$ cat config.mk
export PLATFORM = sky130hd
export DESIGN_NAME = pipeline_hazard_ctrl_flat
export DESIGN_NICKNAME = d
export VERILOG_FILES = /design/src/rtl/pipeline_hazard_ctrl_pkg.sv /design/src/rtl/pipeline_hazard_ctrl_if.sv /design/src/rtl/pipeline_hazard_ctrl_fwd_select.sv /design/src/rtl/pipeline_hazard_ctrl.sv /design/src/flat_wrapper.sv
export SDC_FILE = /design/constraint.sdc
export NUM_CORES = 1
export LEC_CHECK = 0
export BUFFER_PORTS_ARGS = -buffer_cell sky130_fd_sc_hd__clkbuf_2
export CAP_MARGIN = 30
export CORE_ASPECT_RATIO = 0.7
export CORE_MARGIN = 4
export CORE_UTILIZATION = 40
export CTS_CLUSTER_SIZE = 10
export DETAILED_ROUTE_END_ITERATION = 10
export GPL_TIMING_DRIVEN = 1
export PLACE_DENSITY = 0.71
export SYNTH_ARGS = -nofsm -noshare
export SYNTH_HDL_FRONTEND = slang
export SYNTH_HIERARCHICAL = 1
export SYNTH_SLANG_ARGS = --single-unit
$ cat constraint.sdc
create_clock -name clk -period 2.8 [get_ports clk]
set_input_delay 0.56 -clock clk [delete_from_list [all_inputs] [get_ports clk]]
set_output_delay 0.56 -clock clk [all_outputs]
set_load 0.02 [all_outputs]
$ cat src/rtl/pipeline_hazard_ctrl_pkg.sv
// -----------------------------------------------------------------------------
// pipeline_hazard_ctrl_pkg
// Shared types and constants for the pipeline hazard scheduler.
//   REG_W        register-index width
//   FWD_*        operand-forwarding select encodings
//   stage_tag_t  destination tag carried by an in-flight instruction
// -----------------------------------------------------------------------------
package pipeline_hazard_ctrl_pkg;

    localparam int REG_W = 5;

    localparam logic [1:0] FWD_REG    = 2'b00;
    localparam logic [1:0] FWD_EXALU  = 2'b01;
    localparam logic [1:0] FWD_MEMALU = 2'b10;
    localparam logic [1:0] FWD_MEMLD  = 2'b11;

    typedef struct packed {
        logic             wreg;
        logic             m2reg;
        logic [REG_W-1:0] rn;
    } stage_tag_t;

endpackage

$ cat src/rtl/pipeline_hazard_ctrl_if.sv
// -----------------------------------------------------------------------------
// pipeline_hazard_ctrl_if
// Bundle between the ID stage / data memory and the hazard scheduler.
//   master : ID-stage decoder side, drives id_* and mem_ready, reads results
//   slave  : hazard scheduler, reads id_* and mem_ready, drives fwda/fwdb,
//            wpcir, ex_bubble, freeze and stall_cnt
// -----------------------------------------------------------------------------
interface pipeline_hazard_ctrl_if #(
    parameter int CNT_W = 16
);
    import pipeline_hazard_ctrl_pkg::*;

    logic             id_valid;
    logic [REG_W-1:0] id_rs;
    logic [REG_W-1:0] id_rt;
    logic             id_need_rs;
    logic             id_need_rt;
    logic             id_wreg;
    logic             id_m2reg;
    logic [REG_W-1:0] id_rn;
    logic             mem_ready;
    logic [1:0]       fwda;
    logic [1:0]       fwdb;
    logic             wpcir;
    logic             ex_bubble;
    logic             freeze;
    logic [CNT_W-1:0] stall_cnt;

    modport master (
        output id_valid, id_rs, id_rt, id_need_rs, id_need_rt,
               id_wreg, id_m2reg, id_rn, mem_ready,
        input  fwda, fwdb, wpcir, ex_bubble, freeze, stall_cnt
    );

    modport slave (
        input  id_valid, id_rs, id_rt, id_need_rs, id_need_rt,
               id_wreg, id_m2reg, id_rn, mem_ready,
        output fwda, fwdb, wpcir, ex_bubble, freeze, stall_cnt
    );

endinterface

$ cat src/rtl/pipeline_hazard_ctrl_fwd_select.sv
// -----------------------------------------------------------------------------
// fwd_select
// Forwarding decision for one ID source operand.
//   i_src       source register index
//   i_need      operand is actually read by a real instruction
//   i_ex/i_mem  destination tags of the EX and MEM stage instructions
//   o_fwd       operand select (FWD_* encoding)
//   o_load_use  operand depends on a load still in EX (must stall)
// -----------------------------------------------------------------------------
module fwd_select
    import pipeline_hazard_ctrl_pkg::*;
(
    input  logic [REG_W-1:0] i_src,
    input  logic             i_need,
    input  stage_tag_t       i_ex,
    input  stage_tag_t       i_mem,
    output logic [1:0]       o_fwd,
    output logic             o_load_use
);

    logic w_ex_hit;
    logic w_mem_hit;

    // r0 is hardwired to zero, so a write to it must never be forwarded.
    assign w_ex_hit  = i_need && i_ex.wreg  && (i_ex.rn  != '0) && (i_ex.rn  == i_src);
    assign w_mem_hit = i_need && i_mem.wreg && (i_mem.rn != '0) && (i_mem.rn == i_src);

    always_comb begin
        o_fwd      = FWD_REG;
        o_load_use = 1'b0;
        // The younger EX result wins over MEM for the same register.
        if (w_ex_hit) begin
            if (i_ex.m2reg) begin
                o_load_use = 1'b1;
            end else begin
                o_fwd = FWD_EXALU;
            end
        end else if (w_mem_hit) begin
            o_fwd = i_mem.m2reg ? FWD_MEMLD : FWD_MEMALU;
        end
    end

endmodule

$ cat src/rtl/pipeline_hazard_ctrl.sv
// -----------------------------------------------------------------------------
// pipeline_hazard_ctrl
// Hazard scheduler for the 5-stage pipeline. Shadows the EX/MEM destination
// tags, produces rs/rt forwarding selects, the load-use stall (wpcir low,
// bubble into ID/EX) and the global freeze while data memory is busy.
//   clk, rst_n  pipeline clock, asynchronous active-low reset
//   bus         slave modport of pipeline_hazard_ctrl_if
// -----------------------------------------------------------------------------
module pipeline_hazard_ctrl
    import pipeline_hazard_ctrl_pkg::*;
#(
    parameter int CNT_W = 16
) (
    input  logic                         clk,
    input  logic                         rst_n,
    pipeline_hazard_ctrl_if.slave        bus
);

    stage_tag_t       r_ex;
    stage_tag_t       r_mem;
    logic [CNT_W-1:0] r_stall_cnt;

    logic [REG_W-1:0] w_src [2];
    logic [1:0]       w_need;
    logic [1:0]       w_fwd [2];
    logic [1:0]       w_load_use;
    logic             w_stall;
    logic             w_freeze;

    assign w_src[0]  = bus.id_rs;
    assign w_src[1]  = bus.id_rt;
    assign w_need[0] = bus.id_need_rs && bus.id_valid;
    assign w_need[1] = bus.id_need_rt && bus.id_valid;

    generate
        for (genvar gi = 0; gi < 2; gi++) begin : g_fwd
            fwd_select u_fwd_select (
                .i_src      (w_src[gi]),
                .i_need     (w_need[gi]),
                .i_ex       (r_ex),
                .i_mem      (r_mem),
                .o_fwd      (w_fwd[gi]),
                .o_load_use (w_load_use[gi])
            );
        end
    endgenerate

    assign w_stall  = bus.id_valid && (|w_load_use);
    assign w_freeze = !bus.mem_ready;

    assign bus.fwda      = w_fwd[0];
    assign bus.fwdb      = w_fwd[1];
    assign bus.freeze    = w_freeze;
    // Freeze dominates: while frozen nothing moves, so no bubble is inserted
    // and the stall is simply re-evaluated once memory completes.
    assign bus.ex_bubble = w_stall && !w_freeze;
    assign bus.wpcir     = !(w_stall || w_freeze);
    assign bus.stall_cnt = r_stall_cnt;

    always_ff @(posedge clk or negedge rst_n) begin
        if (!rst_n) begin
            r_ex        <= '0;
            r_mem       <= '0;
            r_stall_cnt <= '0;
        end else if (!w_freeze) begin
            // A stalled instruction enters EX as a bubble (wreg cleared).
            r_ex.wreg  <= bus.id_wreg && bus.id_valid && !w_stall;
            r_ex.m2reg <= bus.id_m2reg;
            r_ex.rn    <= bus.id_rn;
            r_mem      <= r_ex;
            if (w_stall && (r_stall_cnt != {CNT_W{1'b1}})) begin
                r_stall_cnt <= r_stall_cnt + {{(CNT_W-1){1'b0}}, 1'b1};
            end
        end
    end

endmodule

$ cat src/flat_wrapper.sv
// flat-port wrapper written by rule: the top's interface ports become plain ports
module pipeline_hazard_ctrl_flat import pipeline_hazard_ctrl_pkg::*;
#(
    parameter int CNT_W = 16
)
  (clk, rst_n, bus_id_valid, bus_id_rs, bus_id_rt, bus_id_need_rs, bus_id_need_rt, bus_id_wreg, bus_id_m2reg, bus_id_rn, bus_mem_ready, bus_fwda, bus_fwdb, bus_wpcir, bus_ex_bubble, bus_freeze, bus_stall_cnt);
  pipeline_hazard_ctrl_if #(.CNT_W(CNT_W)) bus_i ();
  input  logic clk;
  input  logic rst_n;
  input wire logic [$bits(bus_i.id_valid)-1:0] bus_id_valid;
  input wire logic [$bits(bus_i.id_rs)-1:0] bus_id_rs;
  input wire logic [$bits(bus_i.id_rt)-1:0] bus_id_rt;
  input wire logic [$bits(bus_i.id_need_rs)-1:0] bus_id_need_rs;
  input wire logic [$bits(bus_i.id_need_rt)-1:0] bus_id_need_rt;
  input wire logic [$bits(bus_i.id_wreg)-1:0] bus_id_wreg;
  input wire logic [$bits(bus_i.id_m2reg)-1:0] bus_id_m2reg;
  input wire logic [$bits(bus_i.id_rn)-1:0] bus_id_rn;
  input wire logic [$bits(bus_i.mem_ready)-1:0] bus_mem_ready;
  output wire logic [$bits(bus_i.fwda)-1:0] bus_fwda;
  output wire logic [$bits(bus_i.fwdb)-1:0] bus_fwdb;
  output wire logic [$bits(bus_i.wpcir)-1:0] bus_wpcir;
  output wire logic [$bits(bus_i.ex_bubble)-1:0] bus_ex_bubble;
  output wire logic [$bits(bus_i.freeze)-1:0] bus_freeze;
  output wire logic [$bits(bus_i.stall_cnt)-1:0] bus_stall_cnt;
  assign bus_i.id_valid = bus_id_valid;
  assign bus_i.id_rs = bus_id_rs;
  assign bus_i.id_rt = bus_id_rt;
  assign bus_i.id_need_rs = bus_id_need_rs;
  assign bus_i.id_need_rt = bus_id_need_rt;
  assign bus_i.id_wreg = bus_id_wreg;
  assign bus_i.id_m2reg = bus_id_m2reg;
  assign bus_i.id_rn = bus_id_rn;
  assign bus_i.mem_ready = bus_mem_ready;
  assign bus_fwda = bus_i.fwda;
  assign bus_fwdb = bus_i.fwdb;
  assign bus_wpcir = bus_i.wpcir;
  assign bus_ex_bubble = bus_i.ex_bubble;
  assign bus_freeze = bus_i.freeze;
  assign bus_stall_cnt = bus_i.stall_cnt;
  pipeline_hazard_ctrl #(.CNT_W(CNT_W)) u_core (.clk(clk), .rst_n(rst_n), .bus(bus_i));
endmodule
==> results.md, run 1 <==
- Fraction of layout cells with a size suffix above 1: 40.5%
- Synth warnings: 6
- Endpoints failing setup: 0
- Critical path data required time: 2.24 ns
- Vias in the first global route: 1312
- Core Util, Final: 52.5%
- Final clock skew: 0.00524 ns
- DR WL/cell: between 10 and 15 µm
- Buf/Inv on CP: 1
- Internal power: 725 µW
- Final worst path period share: a little over nine tenths
- Highest-delay cell along the critical path: dfrtp_1
- Max Cap Viol: 0
- Via count: 1341
- CTS tree: done
- Most frequent cells in the layout: clkbuf_2, dfrtp_1, xor2_1
- Top-area cell type share of the netlist area: between 40% and 50%
- CP startpoint kind: register
- Gr usage total: approximately 15%
- Net Count, Synth: 184
- Synth Instances: 160
- Filler cell count: around 380
- Share of power burned in registers: 51.2%
- Die width: 87.1 µm
- HP Class: input pin to asynchronous set/reset pin
- Clk buf depth: 2
- Simple-gate area share of the yosys netlist: 21.8%
- Comb power frac: 13.0%
- Adder-Cell Fraction of Synth Area: 0.714%
- Peak supply drop: about 230 µV
- CP most frequent cell: nor2_1
- Num CTS Buffers: 5
- Final hold slack: 0.331 ns
- WL final: 3830 µm
- Max Clk Rate: about 370 MHz
- Seq cells post-synth: 30
- CTS clk-pin slew, worst paths: approximately 0.060 ns
- Initial antenna violation count: 0
- Buffer count from post-CTS setup fixing: 0
- Final hold vios: 0
- Core footprint: between 0.004 and 0.005 mm²
- Clock network fraction of design power: a little over a third
- Avg Cell Area, Syn: around 11 µm²
- Slew Limit Fails: 0
- Die Height: 63.4 µm
- Max FO, Critical Path: 6
- Multi-input gate area: 972 µm²
- FP Rows: 19
- Clock Sinks: 30
- CTS root buffer: clkbuf_8
- Post-synthesis mux area share: roughly 11%
- GR Overflow Total: 0
- Initial cell density of the core: 43.1%
- Setup_tns: 0 ns
- Worst-path cell chain: nor4_2 > nor2_1 > o2111ai_1 > nor2_1 > o21a_1 > nor2_1 > clkbuf_2
- Kind of critical path: register to output pin
- Post-CTS resize count: 0
- First-pass GRT wire length: 6390 µm
- Die area: 0.00552 mm²
- Cell family with most CP delay: simple AND/OR/NAND/NOR gates
- Fin nets: 233
- Critical Path End Type: output pin
- Tmin final: 2.67 ns
- Synth area leader: dfrtp_1
- Leak: 1.07 nW
- Largest net degree at the start of global routing: 31
- Later-pin clock latency in the skew report: 0.28 ns
- Synth Cell Area: between 0.0015 and 0.002 mm²
- Commonest non-fill, non-tap cell in the layout: clkbuf_2
- H-tree Lvls: 2
- Arrival @ worst endpoint: 2.11 ns
- Port Buffers: 45
- Post-DP HPWL: 2900 µm
- IO Pins: between 40 and 50
- Pwr Density: approximately 460 mW/mm²
- Post-DR vias/cell: 5.12
- Most area-consuming cells after synthesis: dfrtp_1, xor2_1, mux2_2
- Slew @ Worst Pin: 0.737 ns
- Pre-Repair DR Iteration Count: 4
- GP Congestion: 0.826
- Sw Share: between 20% and 30%
- Hold_buf cts: 0
- Synth-to-Final Area Change: 21.8%
- Reg area: 751 µm²
- Main combinational cell family by area after synthesis: simple AND/OR/NAND/NOR gates
- Sequential element share of the synthesized area: 42.8%
- ANT nets after route: 0
- XOR/XNOR Fraction of Synth Area: ~15%
- Slew margin rel.: 50.9%
- Slowest stage delay, CP: 0.47 ns
- DRC viols: 0
- NetSw: 252 µW
- DRT iter0 DRCs: 79
- Status: finished clean
- Distinct cell type count after synthesis: 35
- Inserted Diodes: 0
- Complex-gate fraction of the synthesized area: 5.42%
## power groups by stage
stage / combinational, mW / sequential [mW] / clock (mW)
2_1_floorplan: 0.0839 / 0.496 / 0
5_1_grt: 0.139 / 0.505 / 0.388
6_report: 0.127 / 0.500 / 0.350
4_1_cts: 0.126 / 0.497 / 0.365
3_3_place_gp: 0.125 / 0.504 / 0
3_5_place_dp: 0.125 / 0.505 / 0
## worst register-to-register path, cell delays in order (launching register included)
cell and delay (ns):
dfrtp_1 0.47, nor4_2 0.34, nor2_1 0.07, o2111ai_1 0.32, nor2_1 0.09, o21a_1 0.20
nand2_2 0.09, buf_4 0.22, nor2_2 0.09, mux2_4 0.32
## flip-flops by register name, indices dropped and copies added, names as in the netlist
register and cells:
u_core/r_ex 7, u_core/bus.stall_cnt 16, u_core/r_mem 7
## per-stage QoR
stage	instances	setup slack [ns]	total power, mW	cell area, µm²
5_1_grt	262	-0.00614	1.03	2130
2_1_floorplan	160	0.491	0.580	1750
3_5_place_dp	254	0.332	0.630	2020
6_report	262	0.126	0.976	2130
4_1_cts	262	0.0437	0.988	2120
3_3_place_gp	254	0.343	0.629	2020
## cell usage after synthesis
| master | number |
|---|---|
| nor4b_1 | 2 |
| buf_2 | 2 |
| nand2_2 | 1 |
| nor4_1 | 5 |
| nor4_4 | 1 |
| and3_4 | 1 |
| nand4_2 | 2 |
| o21a_1 | 1 |
| o2111ai_2 | 1 |
| clkbuf_2 | 1 |
| nor3_1 | 11 |
| nor2_1 | 6 |
| nand4_1 | 2 |
| ha_1 | 1 |
| nand3_1 | 7 |
| and4_1 | 1 |
| dfrtp_1 | 30 |
| inv_1 | 6 |
| buf_6 | 1 |
| a32o_1 | 1 |
| nor2_2 | 1 |
| a21oi_1 | 2 |
| mux2_2 | 13 |
| mux2_4 | 3 |
| a21oi_2 | 2 |
| or4_4 | 2 |
| nor4_2 | 2 |
| xnor2_1 | 8 |
| o2111ai_1 | 2 |
| a211o_1 | 2 |
| nor3b_1 | 1 |
| and2_1 | 5 |
| nand2_1 | 10 |
| xor2_1 | 23 |
| and3_1 | 1 |
## layout make-up
cell class / instances / area share (%)
clock buffer: 7 / 4.04
inverter: 6 / 1.06
clock inverter: 1 / 0.234
tap: 52 / 3.05
multi-input combinational: 120 / 45.5
timing repair buffer: 46 / 10.9
sequential: 30 / 35.2
## layer usage
layer,routed length [µm],part of all wire [%],global-route usage (%)
met1,2010,52,21.8
met2,1580,41,20.1
met3,190,5.0,4.30
met4,55,1.4,5.17
met5,0,0,0
## cells by family after synthesis
| family | after synthesis |
|---|---|
| simple gates | 61 |
| xor+xnor | 31 |
| flops | 30 |
| mux | 16 |
| compound gates | 11 |
| buf+inv | 10 |
| fa+ha+maj | 1 |
## worst paths after layout
kind,from,to,slack (ns),cells past startpoint
max reg2reg,u_core/r_ex[0],u_core/bus.stall_cnt[1],0.49,9
min,rst_n,u_core/bus.stall_cnt[14],0.33,1
min reg2reg,u_core/bus.stall_cnt[15],u_core/bus.stall_cnt[15],0.52,1
max in group asynchronous,rst_n,u_core/r_ex[1],1.99,1
max,u_core/r_ex[0],bus_wpcir,0.13,7
min in group clk,bus_id_m2reg,u_core/r_ex[5],0.51,2
Note: power is estimated with default switching activity, not from simulation.
==> inputs of run 2 (changes only) <==
--- a/config.mk
+++ b/config.mk
@@ -7,13 +7,15 @@
 export LEC_CHECK = 0
 export BUFFER_PORTS_ARGS = -buffer_cell sky130_fd_sc_hd__clkbuf_2
 export CAP_MARGIN = 30
+export CELL_PAD_IN_SITES_DETAIL_PLACEMENT = 1
+export CELL_PAD_IN_SITES_GLOBAL_PLACEMENT = 2
 export CORE_ASPECT_RATIO = 0.7
 export CORE_MARGIN = 4
-export CORE_UTILIZATION = 40
+export CORE_UTILIZATION = 33
 export CTS_CLUSTER_SIZE = 10
 export DETAILED_ROUTE_END_ITERATION = 10
 export GPL_TIMING_DRIVEN = 1
-export PLACE_DENSITY = 0.71
+export PLACE_DENSITY = 0.87
 export SYNTH_ARGS = -nofsm -noshare
 export SYNTH_HDL_FRONTEND = slang
 export SYNTH_HIERARCHICAL = 1
==> run 2 against run 1 <==
Utilization shrank 8.9 points. Die area grew 19%. Wire length up 16%. Non-clock buffer count is the same. Clock power hardly changed. Via count increased by 2.6%. Sequential power grew 2%. Hold slack improved by 0.029 ns.
==> results.md, run 2 (synthesis gave the netlist of run 1 again) <==
- Clock Sinks: 30
- Pwr Density: 456 mW/mm²
- Peak supply drop: 203 µV
- Most frequent cells in the layout: clkbuf_2, dfrtp_1, xor2_1
- Max Clk Rate: 381 MHz
- Initial antenna violation count: 0
- Cell Area, Placed: 0.00205 mm²
- Max FFs per register: 16
- Commonest non-fill, non-tap cell in the layout: clkbuf_2
- ANT nets after route: 0
- Max FO, Critical Path: 9
- Fraction of layout cells with a size suffix above 1: 41.9%
- Buffer count from post-CTS setup fixing: 0
- CTS root buffer: clkbuf_8
- Port Buffers: 45
- CTS clk-pin slew, worst paths: 0.06 ns
- Clk buf depth: 2
- Post-DP HPWL: 3430 µm
- Core Util, Final: 43.6%
- Post-DR vias/cell: 4.93
- Via count: 1376
- Num CTS Buffers: 5
- Die Height: 69.0 µm
- Slew margin rel.: 48.6%
- Worst Setup Slack post-DPL: 0.255 ns
- Worst R2R Path Depth: 9
- CTS tree: done
- Die area: 0.00656 mm²
- Fin nets: around 230
- Kind of critical path: register to output pin
- FF-to-FF setup slack: 0.48 ns
- Largest net degree at the start of global routing: 31
- H-tree Lvls: 2
- CP startpoint kind: register
- Hold_buf cts: 0
- DR WL/cell: 15.9 µm
- Synth-to-Final Area Change: 23.6%
- Status: finished clean
- Die width: 95.1 µm
- Critical Path End Type: output pin
- Leak: 1.07 nW
- Gr usage total: 14.4%
- FP Rows: 21
- Post-CTS resize count: 0
- Tmin final: 2.63 ns
- Final worst path period share: 93.8%
- GR Overflow Total: 0
- WL final: 4440 µm
- IO Pins: 46
- Arrival @ worst endpoint: between 2 and 2.5 ns
- Vias in the first global route: 1335
- Finished Cell Area: 0.00217 mm²
- Final hold vios: 0
- Setup slack after layout: roughly 0.17 ns
- DRT iter0 DRCs: 74
- DRC viols: 0
- First-pass GRT wire length: 7020 µm
- Core footprint: 0.00497 mm²
- Slew Limit Fails: 0
- Total Power: 987 µW
- Critical path data required time: 2.24 ns
- Slew @ Worst Pin: 0.771 ns
- Final clock skew: 0.00692 ns
- Later-pin clock latency in the skew report: approximately 0.27 ns
- Max Cap Viol: 0
- Pre-Repair DR Iteration Count: 4
- Endpoints failing setup: 0
- GP Congestion: 0.758
- Inserted Diodes: 0
- HP Class: input pin to asynchronous set/reset pin
- Initial cell density of the core: 35.3%
## run 2: final timing paths
| path | from | endpoint |
|---|---|---|
| max | u_core/r_ex[0] | bus_ex_bubble |
| min | rst_n | u_core/r_ex[0] |
| max reg2reg | u_core/r_ex[0] | u_core/bus.stall_cnt[1] |
| min reg2reg | u_core/bus.stall_cnt[15] | u_core/bus.stall_cnt[15] |
| max in group asynchronous | rst_n | u_core/r_ex[2] |
| min in group clk | u_core/bus.stall_cnt[15] | u_core/bus.stall_cnt[15] |
## run 2: cell type report
cell class                 count  area, µm²
clock buffer                   7       86.3
clock inverter                 1       5.00
fill                         576       2800
inverter                       6       22.5
multi-input combinational    120        981
sequential                    30        752
tap                           69       86.3
timing repair buffer          46        233
## run 2: critical path, cell delays in order (launching register included)
cell and delay [ns]:
dfrtp_1 0.49, nor4_2 0.32, nor2_1 0.08, o2111ai_2 0.23, nor2_1 0.07, o21a_1 0.21, nand2_2 0.19, inv_1 0.06
clkbuf_2 0.16
## run 2: per-layer routing
metal | wire length (µm) | vias to the layer above | global-route usage [%]
met5 | 0 | - | 0
met4 | 29 | 0 | 4.32
met3 | 168 | 2 | 3.36
met2 | 1930 | 21 | 20.3
met1 | 2310 | 684 | 21.5
li1 | - | 669 | -
## run 2: power breakdown
| group | total, mW | internal, mW | switching, mW |
|---|---|---|---|
| combinational | 0.126 | 0.0683 | 0.0580 |
| clock | 0.352 | 0.198 | 0.154 |
| sequential | 0.509 | 0.459 | 0.0500 |
| total | 0.987 | 0.725 | 0.262 |
## run 2: per-stage QoR
| stage | hold slack (ns) | TNS (ns) | std cells |
|---|---|---|---|
| 4_1_cts | 0.376 | 0 | 279 |
| 3_5_place_dp | 0.502 | 0 | 271 |
| 5_1_grt | 0.408 | -0.0490 | 279 |
| 2_1_floorplan | 0.264 | 0 | 160 |
| 3_3_place_gp | 0.492 | 0 | 271 |
| 6_report | 0.360 | 0 | 279 |
==> inputs of run 3 (changes only) <==
--- a/config.mk
+++ b/config.mk
@@ -15,7 +15,8 @@
 export CTS_CLUSTER_SIZE = 10
 export DETAILED_ROUTE_END_ITERATION = 10
 export GPL_TIMING_DRIVEN = 1
-export PLACE_DENSITY = 0.87
+export PLACE_DENSITY_LB_ADDON = 0.1
+export SETUP_SLACK_MARGIN = 0.1
 export SYNTH_ARGS = -nofsm -noshare
 export SYNTH_HDL_FRONTEND = slang
 export SYNTH_HIERARCHICAL = 1
==> run 3 against run 2 <==
Combinational power rose by 12%. Via count increased by 1.7%. Die area unchanged. Register-to-register slack lost 0.10 ns. Non-clock buffer count grew 8. Setup slack improved by 0.061 ns. Global-route usage increased by 0.088 points. Sequential power shrank 1%. Clock skew is 0.0015 ns lower. Count of clock-buffer cells in the layout unchanged. Largest cell class unchanged.
==> results.md, run 3 (synthesis gave the netlist of run 1 again) <==
- Status: finished clean
- RSZ-0062 raised after global routing: no
- Worst R2R Path Depth: 10
- DP Cell Count: roughly 270
- Largest net degree at the start of global routing: 31
- Slew Limit Fails: 0
- Leak: 1.11 nW
- Filler cell count: approximately 570
- Setup slack after layout: 0.234 ns
- Tmin final: about 2.6 ns
- WL final: 4450 µm
- Inserted Diodes: 0
- Final worst path period share: 91.6%
- Synth-to-Final Area Change: 28.2%
- DRT iter0 DRCs: 31
- DR WL/cell: 15.5 µm
- CTS tree: done
- Vias in the first global route: 1366
- Gr usage total: 14.5%
- Core footprint: 0.00497 mm²
- Critical Path End Type: output pin
- Initial antenna violation count: 0
- Die Height: slightly below 70 µm
- Worst Setup Slack post-DPL: 0.100 ns
- GR Overflow Total: 0
- HP Class: input pin to asynchronous set/reset pin
- DRC viols: 0
- H-tree Lvls: 2
- CTS clk-pin slew, worst paths: 0.06 ns
- CTS root buffer: clkbuf_8
- Slew margin rel.: 49.3%
- Peak supply drop: 230 µV
- Finished Cell Area: 0.00225 mm²
- Fin nets: 241
- ANT nets after route: 0
- Max Cap Viol: 0
- Commonest non-fill, non-tap cell in the layout: clkbuf_2
- FP Rows: 21
- Clk buf depth: 2
- GP Congestion: 0.823
- Core Util, Final: ~45%
- Slew @ Worst Pin: 0.761 ns
- Clock Sinks: 30
- Endpoints failing setup: 0
- CP startpoint kind: register
- Max FO, Critical Path: 6
- Kind of critical path: register to output pin
- Die area: 0.00656 mm²
- Max FFs per register: 16
- Later-pin clock latency in the skew report: approximately 0.27 ns
- Post-DP HPWL: 3460 µm
- Critical path data required time: around 2.2 ns
- First-pass GRT wire length: 7110 µm
- Num CTS Buffers: 5
- Post-DR vias/cell: 4.88
- Setup_tns: 0 ns
- Pwr Density: 443 mW/mm²
- Max Clk Rate: 390 MHz
- Final clock skew: 0.00542 ns
- Die width: approximately 95 µm
- Pre-Repair DR Iteration Count: 4
- Port Buffers: 45
- Final hold vios: 0
- Most frequent cells in the layout: clkbuf_2, dfrtp_1, xor2_1
- Initial cell density of the core: 35.3%
- Non-Filler Instances: 287
- Arrival @ worst endpoint: 2.01 ns
- Fraction of layout cells with a size suffix above 1: between 40% and 50%
- Hold_buf cts: 0
- IO Pins: 46
- Cell Area, Placed: slightly above 0.002 mm²
- Via count: 1400
run 3: what timing repair did:
| action | 4_1_cts | 5_1_grt |
|---|---|---|
| endpoints found under the setup margin | 2 | 2 |
| resized for setup | 3 | 12 |
| pin swaps | 0 | 4 |
| setup buffers | 0 | 8 |
| endpoints found under the hold margin | 0 | 0 |
run 3: critical path, stage by stage, from the launching register on:
cell and delay [ns]:
dfrtp_2 0.48, nor4_2 0.31, nor2_1 0.09, o2111ai_2 0.24
nor2_1 0.07, o21a_1 0.23, nor2_1 0.13, buf_2 0.19
run 3: layer usage:
layer | track usage (%) | up-vias | wire, µm
met1 | 21.7 | 680 | 2360
met5 | 0 | - | 0
met3 | 4.12 | 2 | 234
met2 | 20.1 | 33 | 1830
li1 | - | 685 | -
met4 | 3.78 | 0 | 21
run 3: metrics by stage:
step                      power (mW)  hold WS (ns)
after floorplan                0.580         0.264
final                          0.996         0.350
after detailed placement       0.638         0.488
after CTS                       1.00         0.377
after global placement         0.632         0.476
after global routing            1.05         0.404
run 3: area by class of cell:
class	instances	area, µm²	area share, %
Tap cell	69	86.3	3.84
Clock inverter	1	5.00	0.223
Clock buffer	7	86.3	3.84
Sequential cell	30	756	33.6
Inverter	6	22.5	1.00
Timing Repair Buffer	54	295	13.1
Multi-Input combinational cell	120	996	44.3
run 3: worst paths after layout:
check / from / to / slack, ns
min reg2reg: u_core/bus.stall_cnt[15] / u_core/bus.stall_cnt[15] / 0.49
min in group clk: u_core/bus.stall_cnt[15] / u_core/bus.stall_cnt[15] / 0.49
max reg2reg: u_core/r_ex[0] / u_core/bus.stall_cnt[1] / 0.38
max: u_core/r_ex[0] / bus_wpcir / 0.23
min: rst_n / u_core/r_ex[5] / 0.35
max in group asynchronous: rst_n / u_core/r_ex[0] / 1.92
run 3: power breakdown:
group | internal [mW] | switching, mW
sequential | 0.460 | 0.0430
clock | 0.198 | 0.153
combinational | 0.0731 | 0.0682
total | 0.731 | 0.265
